## src/rtl/sdram_req_arbiter.sv

```systemverilog
// Arbitrates the video read-prefetcher and host write path onto the single SDRAM app port.
// Define ARB_STATS_EN to add wrapping grant / starvation-event counters.
module sdram_req_arbiter #(
  parameter int AW            = 25,
  parameter int BURST_LEN     = 4,
  parameter int WR_STARVE_MAX = 64,
  parameter int URGENT_LEVEL  = 1
) (
  input  logic          clk,
  input  logic          reset_n,
  input  logic          mem_ready,
  input  logic [1:0]    fifo_level,
  input  logic          rd_req,
  input  logic [AW-1:0] rd_addr,
  output logic          rd_ack,
  input  logic          wr_req,
  input  logic [AW-1:0] wr_addr,
  output logic          wr_ack,
  output logic          wr_data_next,
  output logic          wr_done,
  output logic          app_req,
  output logic [AW-1:0] app_req_addr,
  output logic          app_req_wr_n,
  output logic [8:0]    app_req_len,
  input  logic          app_req_ack,
  input  logic          app_wr_next_req,
  input  logic          app_last_wr,
`ifdef ARB_STATS_EN
  output logic [15:0]   rd_grants,
  output logic [15:0]   wr_grants,
  output logic [15:0]   starve_events,
`endif
  output logic          busy
);

  typedef enum logic [1:0] {IDLE, RD_REQ, WR_REQ, WR_DATA} state_t;

  localparam int            SW         = $clog2(WR_STARVE_MAX + 1);
  localparam logic [SW-1:0] STARVE_MAX = SW'(WR_STARVE_MAX);

  state_t        r_state;
  logic          r_app_req;
  logic [AW-1:0] r_app_addr;
  logic          r_app_wr_n;
  logic          r_rd_ack;
  logic          r_wr_ack;
  logic          r_wr_done;
  logic          r_last_wr;
  logic [SW-1:0] r_starve_cnt;

  logic w_in_wr;
  logic w_urgent;
  logic w_starved;
  logic w_grant_rd;
  logic w_grant_wr;
  logic w_forced;

  assign w_in_wr   = (r_state == WR_REQ) || (r_state == WR_DATA);
  assign w_urgent  = fifo_level <= 2'(URGENT_LEVEL);
  assign w_starved = r_starve_cnt >= STARVE_MAX;

  // Grant priority: urgent read, starved write, alternate, then whichever is pending.
  always_comb begin
    // NOTE: every output of this block gets a default first, so no path can infer a latch.
    w_grant_rd = 1'b0;
    w_grant_wr = 1'b0;
    w_forced   = 1'b0;
    if (mem_ready) begin
      if (rd_req && w_urgent) begin
        w_grant_rd = 1'b1;
      end else if (wr_req && w_starved) begin
        w_grant_wr = 1'b1;
        w_forced   = 1'b1;
      end else if (rd_req && wr_req) begin
        w_grant_rd = r_last_wr;
        w_grant_wr = !r_last_wr;
      end else if (rd_req) begin
        w_grant_rd = 1'b1;
      end else if (wr_req) begin
        w_grant_wr = 1'b1;
      end
    end
  end

  always_ff @(posedge clk) begin
    // NOTE: state is updated with non-blocking assignments so every register samples pre-edge values.
    if (!reset_n) begin
      r_state      <= IDLE;
      r_app_req    <= 1'b0;
      r_app_addr   <= '0;
      r_app_wr_n   <= 1'b1;
      r_rd_ack     <= 1'b0;
      r_wr_ack     <= 1'b0;
      r_wr_done    <= 1'b0;
      r_last_wr    <= 1'b1;
      r_starve_cnt <= '0;
    end else begin
      r_rd_ack  <= 1'b0;
      r_wr_ack  <= 1'b0;
      r_wr_done <= 1'b0;
      if (wr_req && !w_in_wr && !w_starved)
        r_starve_cnt <= r_starve_cnt + 1'b1;

      case (r_state)
        IDLE: begin
          if (w_grant_rd) begin
            r_state    <= RD_REQ;
            r_app_req  <= 1'b1;
            r_app_addr <= rd_addr;
            r_app_wr_n <= 1'b1;
            r_last_wr  <= 1'b0;
          end else if (w_grant_wr) begin
            r_state    <= WR_REQ;
            r_app_req  <= 1'b1;
            r_app_addr <= wr_addr;
            r_app_wr_n <= 1'b0;
            r_last_wr  <= 1'b1;
          end
        end
        RD_REQ: begin
          if (app_req_ack) begin
            r_app_req <= 1'b0;
            r_rd_ack  <= 1'b1;
            r_state   <= IDLE;
          end
        end
        WR_REQ: begin
          if (app_req_ack) begin
            r_app_req    <= 1'b0;
            r_wr_ack     <= 1'b1;
            r_starve_cnt <= '0;
            if (app_last_wr) begin
              r_wr_done <= 1'b1;
              r_state   <= IDLE;
            end else begin
              r_state <= WR_DATA;
            end
          end
        end
        WR_DATA: begin
          if (app_last_wr) begin
            r_wr_done <= 1'b1;
            r_state   <= IDLE;
          end
        end
        default: r_state <= IDLE;
      endcase
    end
  end

  assign rd_ack       = r_rd_ack;
  assign wr_ack       = r_wr_ack;
  assign wr_done      = r_wr_done;
  assign wr_data_next = app_wr_next_req && w_in_wr;
  assign app_req      = r_app_req;
  assign app_req_addr = r_app_addr;
  assign app_req_wr_n = r_app_wr_n;
  assign app_req_len  = 9'(BURST_LEN);
  assign busy         = (r_state != IDLE);

`ifdef ARB_STATS_EN
  logic [15:0] r_rd_grants;
  logic [15:0] r_wr_grants;
  logic [15:0] r_starve_events;

  always_ff @(posedge clk) begin
    if (!reset_n) begin
      r_rd_grants     <= '0;
      r_wr_grants     <= '0;
      r_starve_events <= '0;
    end else begin
      if (r_rd_ack)                   r_rd_grants     <= r_rd_grants + 16'd1;
      if (r_wr_ack)                   r_wr_grants     <= r_wr_grants + 16'd1;
      if (r_state == IDLE && w_forced) r_starve_events <= r_starve_events + 16'd1;
    end
  end

  assign rd_grants     = r_rd_grants;
  assign wr_grants     = r_wr_grants;
  assign starve_events = r_starve_events;
`endif

endmodule
```

## config.mk

```make
export PLATFORM = sky130hd
export DESIGN_NAME = sdram_req_arbiter
export DESIGN_NICKNAME = d
export VERILOG_FILES = /design/src/rtl/sdram_req_arbiter.sv
export SDC_FILE = /design/constraint.sdc
export NUM_CORES = 1
export LEC_CHECK = 0
export BUFFER_PORTS_ARGS = -buffer_cell sky130_fd_sc_hd__buf_2
export CAP_MARGIN = 30
export CORE_MARGIN = 8
export CORE_UTILIZATION = 41
export DETAILED_ROUTE_END_ITERATION = 8
export GPL_ROUTABILITY_DRIVEN = 0
export GPL_TIMING_DRIVEN = 0
export PLACE_DENSITY = 0.84
export SLEW_MARGIN = 40
export SYNTH_ARGS = -nofsm -noshare
export SYNTH_HDL_FRONTEND = slang
export SYNTH_SLANG_ARGS = --single-unit
```

## constraint.sdc

```tcl
create_clock -name clk -period 1.5 [get_ports clk]
set_input_delay 0.075 -clock clk [delete_from_list [all_inputs] [get_ports clk]]
set_output_delay 0.075 -clock clk [all_outputs]
set_load 0.1 [all_outputs]
```

Yosys cells after proc, flatten, opt, wreduce, memory -nomap -nowiden --
Index checks and enable logic that the tools add are counted.
Word-level totals: bits in registers 40, logic and storage cells 74, bits in read-only memories 0, memories kept 0, RAM bits 0, output and inout bits 41, bits in latches 0, bits of input ports 60
Cells by class: order comparisons 2, shift operators 0, multiply operators 0, eq/ne operators 8, multiplexer cells 34, bitwise logic cells 0, divide/modulo/power cells 0, add/sub/neg operators 1, reduce and logical (&&, ||, !) cells 20
Operators by type and width (number):
- 25-bit two-way mux | 2
- 7-bit two-way mux | 3
- 1-bit two-way mux | 20
- 2-bit two-way mux | 6
- 2-bit one-hot mux with 4 select lines | 1
- 7-bit by 1-bit adder with 7-bit output, second input constant | 1
- 7-bit greater-or-equal comparator, second input constant | 1
- 1-bit logical AND | 6
- 2-bit inequality test, second input constant | 3
- 2-bit AND reduction | 3
- 2-bit nonzero test | 3
- 2-bit equality test, second input constant | 2
- 1-bit one-hot mux with 2 select lines | 2
- 4-bit AND reduction | 1
- 1-bit zero test | 3
- 3-bit inequality test, second input constant | 1
- 3-bit AND reduction | 1
- 2-bit by 1-bit equality test with 1-bit output, second input constant | 1
- 2-bit by 1-bit less-or-equal comparator with 1-bit output, second input constant | 1
- 2-bit zero test | 1
- 2-bit by 1-bit inequality test with 1-bit output, second input constant | 1
- 2-bit OR reduction | 1
- 1-bit logical OR | 1

Depth between registers and ports, before layout --
Gate-level depths: netlist of the first run.
depth after elaboration 9, mapped depth 8, gate-level depth less buffers 6

Least setup slack after synthesis of the first run --
No wires, ideal clock.
path kind register -> register, from register r_state[0], to register r_app_req (netlist: app_req), setup slack -0.639 ns, clock period less this slack 2.139 ns, arrival 2.024 ns, data required time 1.385 ns, library setup time 0.115 ns, cell stages (with the launch flop) 9, path buffers 2, cells stage by stage dfxtp_1 inv_1 ha_1 inv_1 or2_1 buf_6 buf_8 nor2_1 o21a_1
Between the ends: word-level cells in the longest chain between the ends 4, elaborated cells between the ends (all ways) 9, classes of those cells eq/ne (4); mux (1); reduce/logical (4)
Ends and longest elaborated chain:
- start, declared | RTL line 41 | state_t r_state;
- start signal, assigned | RTL line 88 | r_state <= IDLE;
- start signal, assigned | RTL line 107 | r_state <= RD_REQ;
- start signal, assigned | RTL line 113 | r_state <= WR_REQ;
- 2-bit equality test / 2-bit by 1-bit equality test with 1-bit output (equally long branches) | RTL line 104 | case (r_state)
- 2-bit OR reduction (no line)
- 2-bit by 1-bit inequality test with 1-bit output (no line) / 2-bit nonzero test (equally long branches)
- 3-bit AND reduction (no line)
- end signal, assigned | RTL line 108 | r_app_req <= 1'b1;
- end signal, assigned | RTL line 114 | r_app_req <= 1'b1;
- end signal, assigned | RTL line 122 | r_app_req <= 1'b0;
- end, declared | RTL line 42 | logic r_app_req;
Parallel ways exist; a longest one is shown, timed or not. A chain may end at the register's enable or synchronous reset.

Final worst setup path of the first run --
from register r_state[0], to register r_app_addr[19] (netlist: app_req_addr[19])
Between the ends: word-level cells in the longest chain between the ends 2
Ends and longest elaborated chain:
- 2-bit zero test | RTL line 104
- 2-bit AND reduction (no line)
- end signal, assigned | RTL line 109 | r_app_addr <= rd_addr;
- end signal, assigned | RTL line 115 | r_app_addr <= wr_addr;
- end, declared | RTL line 43 | logic [AW-1:0] r_app_addr;
No other way between the ends.

==> metrics.csv, run 1 <==
metric,value,unit
outcome,finished with violations,
failing checks,setup timing,
H-tree level count,2,
clk root buf,clkbuf_8,
largest net degree at the start of global routing,13,
total core area,0.004755,mm^2
count of cell types in the netlist,37,
max frequency,613.6,MHz
RSZ-0062 raised after global routing,yes,
crit path DAT,1780,ps
FF/Latch Area,808.3,um^2
vias,2020,
Worst Path Max Fanout,5,
Power per Cell Area,1995,mW/mm^2
PortBufs,89,
DP Area,0.002619,mm^2
DR iter-0 viols,81,
Final Setup Violations,33,
Die W,86.55,um
largest family of logic cells by synthesized area,compound AO/OA/AOI/OAI gates,
Worst Setup SP,r_state[0],
number of synthesized flops with an enable pin,0,
final instance area,0.003037,mm^2
worst-case reg-to-reg path depth,8,
Setup Total Neg Slack,-1705,ps
# diodes,0,
Sw Share,49.96,%
"setup slack, reg-to-reg",-130,ps
Clock Tree Buf Depth,2,
Clk pwr share,14.3,%
vias in the first global route,2027,
aggregate routed wire length,6.526,mm
Min-Delay Path Class,input port to flip-flop,
maximum VDD drop,0.0009280,V
first-pass GRT wire length,9.666,mm
Final Hold Fails,0,
number of routed nets with antenna violations,0,
mean routed wirelength per cell,16.52,um
Row Count,25,
fillers,424,
post-synthesis simple-gate area fraction,13.80,%
DR vias/cell,5.114,
Worst Setup Start Kind,flip-flop,
worst skew pair latency,290,ps
Sink Count,40,
Internal,0.003032,W
DR DRC count,0,
mux cell area share after synthesis,0.4905,%
"flops & latches, synth",40,
crit path to,app_req_addr[19],
TritonRoute pass-1 iters,4,
initial antenna violation count,0,
Synthesis Warnings,0,
sequential area share after synthesis,39.24,%
Initial Util,42.92,%
Syn Inst Count,206,
Multi-input gate area,0.001162,mm^2
Main synth FF type,dfxtp_1,
max-cap violations,0,
CP Capture Type,flip-flop,
num ports,101,
Slew Limit Fails,0,
grt ovf,0,
Setup Skew,5.706,ps
Post-synth ARST share,0,%
Synth Area in XOR/XNOR,2.146,%
layout cells sized above 1,59.45,%
clk slew on worst S/H paths,80,ps
final setup margin,-129.8,ps
hold-critical path depth,3,
worst reg2reg path endpoint,app_req_addr[19],
number of buffers created by CTS,5,
Post-Synthesis Cell Area,0.002041,mm^2
final core utilization,63.87,%
fin nets,393,
min Tclk post-route,1630,ps
Die Area,0.007491,mm^2
leakage,1.345,nW
Compound-Gate Fraction of Synth Area,30.53,%
GR Util All Layers,16.06,%
Psw,0.003027,W
relative slew slack,48.27,%
Crit Path Category,flip-flop to flip-flop,
Layout area overhead,48.80,%
Worst Tran Pin Value,776.0,ps
CP required,1650,ps
Pwr Total,0.006059,W
CTS tree,built,
Post-Syn Area per Cell,9.906,um^2
die height,86.55,um
dpl hpwl,4.488,mm
crit share post-route,108.7,%
power share of the sequential group,23.7,%
Comb pwr share,62.0,%
adder-cell share of the synthesized area,3.679,%
R2R Path Start,r_state[0],
[cells in the mapped netlist, types with 3 or more instances]
master	number	area share (%)
a21oi_2	18	7.7
nor2_1	10	1.8
nand3_1	25	6.1
o21ai_0	3	0.74
xor2_1	4	1.7
a22oi_1	6	2.2
clkbuf_1	3	0.55
buf_2	5	1.2
inv_1	7	1.3
and3_1	3	0.92
a22oi_2	18	11
buf_4	9	3.3
buf_6	3	1.7
a21oi_1	11	2.7
nand2_1	10	1.8
dfxtp_1	40	39
ha_1	6	3.7
[placed cells by master, fill, tap and decap left out, types with 3 or more instances in the layout]
cell type	count
buf_2	88
dfxtp_1	38
nand3_1	25
a22oi_2	23
buf_4	22
a21oi_2	19
nand2_1	10
nor2_1	10
a21oi_1	10
conb_1	9
buf_6	8
clkbuf_8	5
clkbuf_1	4
inv_1	4
xor2_1	4
buf_12	3
and3_1	3
ha_2	3
[power groups by stage]
| stage | combinational (W) | sequential (W) | clock [W] |
|---|---|---|---|
| after detailed placement | 0.00308 | 0.00143 | 0 |
| after global routing | 0.00393 | 0.00146 | 0.000920 |
| after CTS | 0.00345 | 0.00142 | 0.000883 |
| after floorplan | 0.00147 | 0.00254 | 0 |
| after global placement | 0.00304 | 0.00142 | 0 |
| final | 0.00376 | 0.00144 | 0.000864 |
[sequential cells by signal, indices dropped and copies added (netlist names)]
| register | cells |
|---|---|
| app_req_addr | 25 |
| app_req_wr_n | 1 |
| wr_ack | 1 |
| r_last_wr | 1 |
| wr_done | 1 |
| r_starve_cnt | 7 |
| r_state | 2 |
| app_req | 1 |
| rd_ack | 1 |
[worst max-delay path: stages, from the launching register on]
cell and delay [ps]:
dfxtp_4 370, inv_4 70, ha_4 140, clkinvlp_4 80, or2_1 220, buf_6 150, buf_16 140, a22oi_2 230
a21oi_2 90
[timing repair]
action | 4_1_cts | 5_1_grt
buffers inserted | 11 | 4
setup endpoints to repair | 38 | 38
hold buffers | 0 | 0
pin swaps | 14 | 13
resized for setup | 15 | 25
cloned | 3 | 0
[cell families (layout without fill, tap and decap cells)]
logic type	count (synthesis)	after routing
and+or+nand+nor	54	54
other	2	9
adders and majority gates	6	6
xor gates and xnor gates	5	5
muxes	1	1
buffers and inverters	29	144
AOI/OAI and AO/OA	69	69
DFF	40	40
[stage by stage]
stage | setup slack [ps] | cells | hold slack (ps)
after floorplan | -569.5 | 213 | 220.9
after global placement | -151.0 | 369 | 329.8
after detailed placement | -191.5 | 369 | 337.4
after CTS | -100.3 | 391 | 33.56
after global routing | -189.7 | 395 | 48.39
final | -129.8 | 395 | 33.49
[worst min path at each step]
stage | from | endpoint | slack, ps
after floorplan | app_req_ack | rd_ack | 220
after global placement | app_last_wr | wr_done | 330
after detailed placement | wr_addr[12] | app_req_addr[12] | 340
after CTS | wr_addr[12] | app_req_addr[12] | 30
after global routing | wr_addr[18] | app_req_addr[18] | 50
final | wr_addr[7] | app_req_addr[7] | 30
[metal layers]
metal  part of all wire, %  vias up  GRT usage [%]
li1                      -      971              -
met1                    37      951          16.61
met2                    53       85          28.61
met3                   7.9       13          5.293
met4                   2.1        0          7.355
met5                     0        -              0
[final cells by class]
class | instances | share of cell area [%]
Multi-Input combinational cell | 144 | 38.28
Buffer | 22 | 6.304
Tap cell | 67 | 2.761
Clock inverter | 2 | 1.154
Timing Repair Buffer | 107 | 21.34
Inverter | 7 | 1.154
Clock buffer | 6 | 2.390
Sequential cell | 40 | 26.62
No activity file was read; power rests on OpenSTA's default activity.
==> inputs of run 2 (changes only) <==
--- a/config.mk
+++ b/config.mk
@@ -8,11 +8,11 @@
 export BUFFER_PORTS_ARGS = -buffer_cell sky130_fd_sc_hd__buf_2
 export CAP_MARGIN = 30
 export CORE_MARGIN = 8
-export CORE_UTILIZATION = 41
+export CORE_UTILIZATION = 42
 export DETAILED_ROUTE_END_ITERATION = 8
 export GPL_ROUTABILITY_DRIVEN = 0
 export GPL_TIMING_DRIVEN = 0
-export PLACE_DENSITY = 0.84
+export PLACE_DENSITY = 0.82
 export SLEW_MARGIN = 40
 export SYNTH_ARGS = -nofsm -noshare
 export SYNTH_HDL_FRONTEND = slang
==> constraint.sdc (replaced) <==
create_clock -name clk -period 1.8 [get_ports clk]
set_input_delay 0.09 -clock clk [delete_from_list [all_inputs] [get_ports clk]]
set_output_delay 0.09 -clock clk [all_outputs]
set_load 0.1 [all_outputs]
==> run 2 against run 1 <==
The run now ends clean. Flip-flop and latch count is the same. Fmax shrank 3.9%. Sequential share of layout area grew 2.6 points. Clock power shrank 16%. Clock skew grew 1.9 ps. Final cell count shrank 6.8%. Non-clock buffer count shrank 14. First-iteration DRC count shrank 49%. Die area shrank 1.9%. Worst hold slack gained 13 ps. Final area shrank 9.5%. Critical endpoint is now app_req_addr[14].
==> metrics.csv, run 2 (synthesis gave the netlist of run 1 again) <==
metric,value,unit
relative slew slack,50.34,%
worst skew pair latency,290,ps
worst reg2reg path endpoint,app_req_addr[14],
crit path DAT,1850,ps
worst-case reg-to-reg path depth,8,
"commonest non-fill, non-tap cells in the layout","buf_2, dfxtp_1, nand3_1, a21oi_2, a22oi_2",
hold-critical path depth,3,
"most common cell after layout, fill and taps aside",buf_2,
number of routed nets with antenna violations,0,
final setup margin,103.6,ps
pre-CTS worst setup slack,75.87,ps
Clock Tree Buf Depth,2,
Die W,85.71,um
vias in the first global route,1888,
Initial Util,43.49,%
num ports,101,
clk slew on worst S/H paths,80,ps
max frequency,589.5,MHz
fillers,421,
Power per Cell Area,1638,mW/mm^2
Multi-input gate area,0.001089,mm^2
Worst Tran Pin Value,744.9,ps
grt ovf,0,
Min-Delay Path Class,input port to flip-flop,
CP Capture Type,flip-flop,
RSZ-0062 raised after global routing,no,
DR DRC count,0,
mean routed wirelength per cell,14.88,um
H-tree level count,2,
Slew Limit Fails,0,
initial antenna violation count,0,
max-cap violations,0,
fin nets,379,
vias,1845,
Setup Skew,7.605,ps
Worst Path Max Fanout,10,
DR iter-0 viols,41,
Crit Path Category,flip-flop to flip-flop,
DR vias/cell,5.014,
hold wc startpoint,wr_addr[8],
Hold Slack,46.75,ps
largest net degree at the start of global routing,14,
FF/Latch Area,803.3,um^2
TritonRoute pass-1 iters,4,
final instance area,0.002749,mm^2
total core area,0.004692,mm^2
CP required,1960,ps
Final Hold Fails,0,
Worst Setup Start Kind,flip-flop,
maximum VDD drop,0.0008129,V
DP Area,0.002603,mm^2
max reg flops,25,
# diodes,0,
"setup slack, reg-to-reg",100,ps
die height,85.71,um
PortBufs,89,
min Tclk post-route,1696,ps
Row Count,25,
number of buffers created by CTS,5,
R2R Path Start,r_state[1],
first-pass GRT wire length,8.811,mm
aggregate routed wire length,5.476,mm
layout cells sized above 1,54.14,%
Die Area,0.007345,mm^2
Min-Delay Endpoint,app_req_addr[8],
dpl hpwl,4.247,mm
clk root buf,clkbuf_8,
CTS tree,built,
Sink Count,40,
leakage,1.241,nW
Layout area overhead,34.70,%
crit share post-route,94.24,%
GR Util All Layers,14.71,%
outcome,"complete, no violations",
Final Setup Violations,0,
hold buffer count at cts,0,
run 2: cell types whose count changed in the layout (fill, tap and decap cells not counted), moves of 3 or more:
cell | previous run | this run
buf_4 | 22 | 13
buf_2 | 88 | 94
a22oi_1 | 1 | 6
a22oi_2 | 23 | 18
buf_6 | 8 | 3
ha_1 | 2 | 5
ha_2 | 3 | 0
run 2: worst max-delay path, stage by stage, from the launching register on:
cell        delay (ps)
dfxtp_2            340
inv_2               90
ha_4               180
clkinvlp_4         140
or2_1              240
buf_6              150
buf_12             150
a22oi_2            210
a21oi_2             70
run 2: layout make-up:
cell class	count	share of cell area, %
Buffer	22	6.281
Clock buffer	5	2.503
Clock inverter	3	1.548
Inverter	7	1.092
Multi-Input combinational cell	144	39.60
Sequential cell	40	29.22
Tap cell	54	2.458
Timing Repair Buffer	93	17.30
run 2: per-layer routing:
layer / up-vias / part of all wire, % / track usage, %
li1: 936 / - / -
met1: 839 / 42 / 16.21
met2: 65 / 49 / 25.39
met3: 5 / 8.2 / 5.540
met4: 0 / 0.93 / 4.777
met5: - / 0 / 0
run 2: worst max-delay path by stage:
stage / end / from / slack (ps)
after floorplan: app_req_addr[21] / r_state[1] / -270
after global placement: r_starve_cnt[6] / r_state[0] / 100
after detailed placement: r_starve_cnt[6] / r_state[0] / 80
after CTS: r_starve_cnt[4] / r_state[0] / 50
after global routing: wr_data_next / r_state[0] / 20
final: app_req_addr[14] / r_state[1] / 100
run 2: power breakdown:
group	internal (W)	leakage (nW)	switching, W	total (W)
Combinational	0.000690	0.859	0.00191	0.00260
Clock	0.000410	0.0541	0.000312	0.000723
Sequential	0.00106	0.328	0.000115	0.00118
Total	0.00216	1.24	0.00234	0.00450
run 2: timing repair:
| action | in CTS | in global routing |
|---|---|---|
| buffers inserted | 0 | 4 |
| resized for setup | 0 | 1 |
| endpoints found under the hold margin | 0 | 0 |
| endpoints found under the setup margin | 0 | 15 |
run 2: through the flow:
| step | setup TNS (ps) | std cells | util (%) | total power [W] |
|---|---|---|---|---|
| finish | 0 | 368 | 58.59 | 0.004504 |
| CTS | 0 | 364 | 57.84 | 0.004496 |
| floorplan | -6023 | 213 | - | 0.003342 |
| global route | 0 | 368 | 58.59 | 0.004714 |
| detailed placement | 0 | 356 | 55.47 | 0.003764 |
| global placement | 0 | 356 | 55.47 | 0.003727 |
==> inputs of run 3 (changes only) <==
--- a/config.mk
+++ b/config.mk
@@ -5,6 +5,7 @@
 export SDC_FILE = /design/constraint.sdc
 export NUM_CORES = 1
 export LEC_CHECK = 0
+export ABC_AREA = 1
 export BUFFER_PORTS_ARGS = -buffer_cell sky130_fd_sc_hd__buf_2
 export CAP_MARGIN = 30
 export CORE_MARGIN = 8
@@ -12,7 +13,7 @@
 export DETAILED_ROUTE_END_ITERATION = 8
 export GPL_ROUTABILITY_DRIVEN = 0
 export GPL_TIMING_DRIVEN = 0
-export PLACE_DENSITY = 0.82
+export PLACE_DENSITY = 0.81
 export SLEW_MARGIN = 40
 export SYNTH_ARGS = -nofsm -noshare
 export SYNTH_HDL_FRONTEND = slang
==> run 3 against run 2 <==
Sequential power is essentially flat. Routed wire length up 18%. Non-clock buffer count is 2 higher.
==> metrics.csv, run 3 <==
metric,value,unit
num ports,101,
Slew Limit Fails,0,
Syn Inst Count,315,
maximum VDD drop,0.0006733,V
Clock Tree Buf Depth,2,
"commonest non-fill, non-tap cells in the layout","buf_2, nand2_1, nand3_1, inv_1, dfxtp_1",
Initial Util,43.37,%
final setup margin,145.2,ps
Setup Total Neg Slack,0,ps
Post-Synthesis Cell Area,0.002201,mm^2
clk root buf,clkbuf_8,
vias in the first global route,2256,
CP Capture Type,primary output,
Synthesis Warnings,0,
Power per Cell Area,1502,mW/mm^2
count of cell types in the netlist,25,
vias,2366,
Final Hold Fails,0,
area share of the leading cell type in the synthesized netlist,36.38,%
Hold Slack,57.66,ps
"flops & latches, synth",40,
Min-Delay Path Class,input port to flip-flop,
Setup Skew,10.16,ps
Final Setup Violations,0,
RSZ-0062 raised after global routing,no,
# diodes,0,
CP required,1710,ps
pre-CTS worst setup slack,94.93,ps
Worst Tran Pin Value,524.1,ps
die height,88.39,um
grt ovf,0,
Post-synth ARST share,0,%
Die Area,0.007813,mm^2
DR DRC count,0,
Post-Syn Area per Cell,6.987,um^2
largest cells by area after synthesis,"dfxtp_1, nand2_1, nand3_1",
mean routed wirelength per cell,13.15,um
Critical Path Slowest Stage Cell,dfxtp_1,
clk slew on worst S/H paths,80,ps
Synth area leader,dfxtp_1,
dpl hpwl,4.989,mm
H-tree level count,2,
TritonRoute pass-1 iters,4,
outcome,"complete, no violations",
sequential area share after synthesis,36.38,%
min Tclk post-route,1655,ps
max frequency,604.3,MHz
leakage,1.676,nW
Crit Path Category,flip-flop to primary output,
initial antenna violation count,0,
GR Util All Layers,15.95,%
max reg flops,25,
DR vias/cell,4.809,
Sink Count,40,
CTS tree,built,
layout cells sized above 1,33.41,%
aggregate routed wire length,6.468,mm
Worst Setup Start Kind,flip-flop,
DR iter-0 viols,94,
fin nets,487,
Die W,88.39,um
Pwr Total,0.004326,W
relative slew slack,65.06,%
Layout area overhead,30.87,%
number of synthesized flops with an enable pin,0,
CP cell instances,"inv_1, ha_1, nor2_1, nor2_2, clkbuf_4",
largest net degree at the start of global routing,14,
hold buffer count at cts,0,
most frequent cells after synthesis,"nand2_1, nand3_1, inv_1",
number of buffers created by CTS,5,
"most common cell after layout, fill and taps aside",buf_2,
number of routed nets with antenna violations,0,
max-cap violations,0,
CP bufs+invs,2,
Main synth FF type,dfxtp_1,
Worst Path Max Fanout,5,
slowest cell delay on critical path,380,ps
worst skew pair latency,290,ps
Row Count,26,
CP top delay family,flip-flops,
first-pass GRT wire length,9.942,mm
"count leader, synth",nand2_1,
crit path DAT,1560,ps
PortBufs,90,
crit share post-route,91.94,%
total core area,0.005075,mm^2
[run 3: cell count changes after synthesis, sizes merged, moves of 3 or more]
cell	before	now
a21oi	29	5
inv	7	46
nand2	10	77
nor2	11	16
and3	3	0
a22oi	24	0
buf	19	24
nand4	2	28
nand3	25	58
xor2	4	0
[run 3: final timing paths]
check	from	cells after the start	endpoint	slack, ps
setup reg to reg	r_state[0]	8	app_req_addr[3]	170
hold / removal	app_req_ack	3	rd_ack	60
setup / recovery	r_state[0]	5	wr_data_next	150
hold reg to reg	app_req_wr_n	2	app_req_wr_n	460
[run 3: through the flow]
| stage | util [%] | cell area (um^2) | cells |
|---|---|---|---|
| finish | 56.76 | 2880 | 492 |
| global route | 56.76 | 2880 | 492 |
| CTS | 56.26 | 2855 | 490 |
| detailed placement | 54.54 | 2768 | 482 |
| global placement | 54.54 | 2768 | 482 |
| floorplan | - | 2230 | 322 |
[run 3: power by group]
part	total, W	switching (W)	internal (W)
logic	0.00258	0.00202	0.000556
clock network	0.000595	0.000324	0.000270
registers	0.00115	0.0000942	0.00106
total	0.00433	0.00244	0.00189
[run 3: timing repair]
action,4_1_cts,5_1_grt
setup buffers,0,2
gates resized for setup,0,3
hold endpoints to repair,0,0
endpoints found under the setup margin,0,12
[run 3: metal layers]
| layer | wire (um) | vias up | track usage [%] |
|---|---|---|---|
| met5 | 0 | - | 0 |
| met4 | 23 | 0 | 3.226 |
| met3 | 638 | 4 | 4.364 |
| met2 | 3097 | 92 | 29.19 |
| met1 | 2708 | 1055 | 17.89 |
| li1 | - | 1215 | - |
[run 3: cell type report]
class / count / area, um^2
Clock inverter: 3 / 18.77
Fill cell: 489 / 2195
Tap cell: 70 / 87.58
Sequential cell: 40 / 800.8
Buffer: 25 / 161.4
Clock buffer: 5 / 68.82
Inverter: 46 / 172.7
Multi-Input combinational cell: 211 / 1102
Timing Repair Buffer: 92 / 467.9
[run 3: cell families after synthesis]
family / count (synthesis) / synth area share, %
AND/OR/NAND/NOR: 181 / 40.82
buffers and inverters: 71 / 15.18
flip-flops: 40 / 36.38
AO/OA/AOI/OAI: 14 / 3.468
adder cells (fa/ha/maj): 6 / 3.411
other: 2 / 0.3412
XOR/XNOR: 1 / 0.3980
[run 3: worst register-to-register path: cells and delay by family (launching register included)]
family | cells | cell delay (ps)
adders and majority gates | 1 | 230
buffers and inverters | 4 | 710
DFF | 1 | 340
and+or+nand+nor | 3 | 310
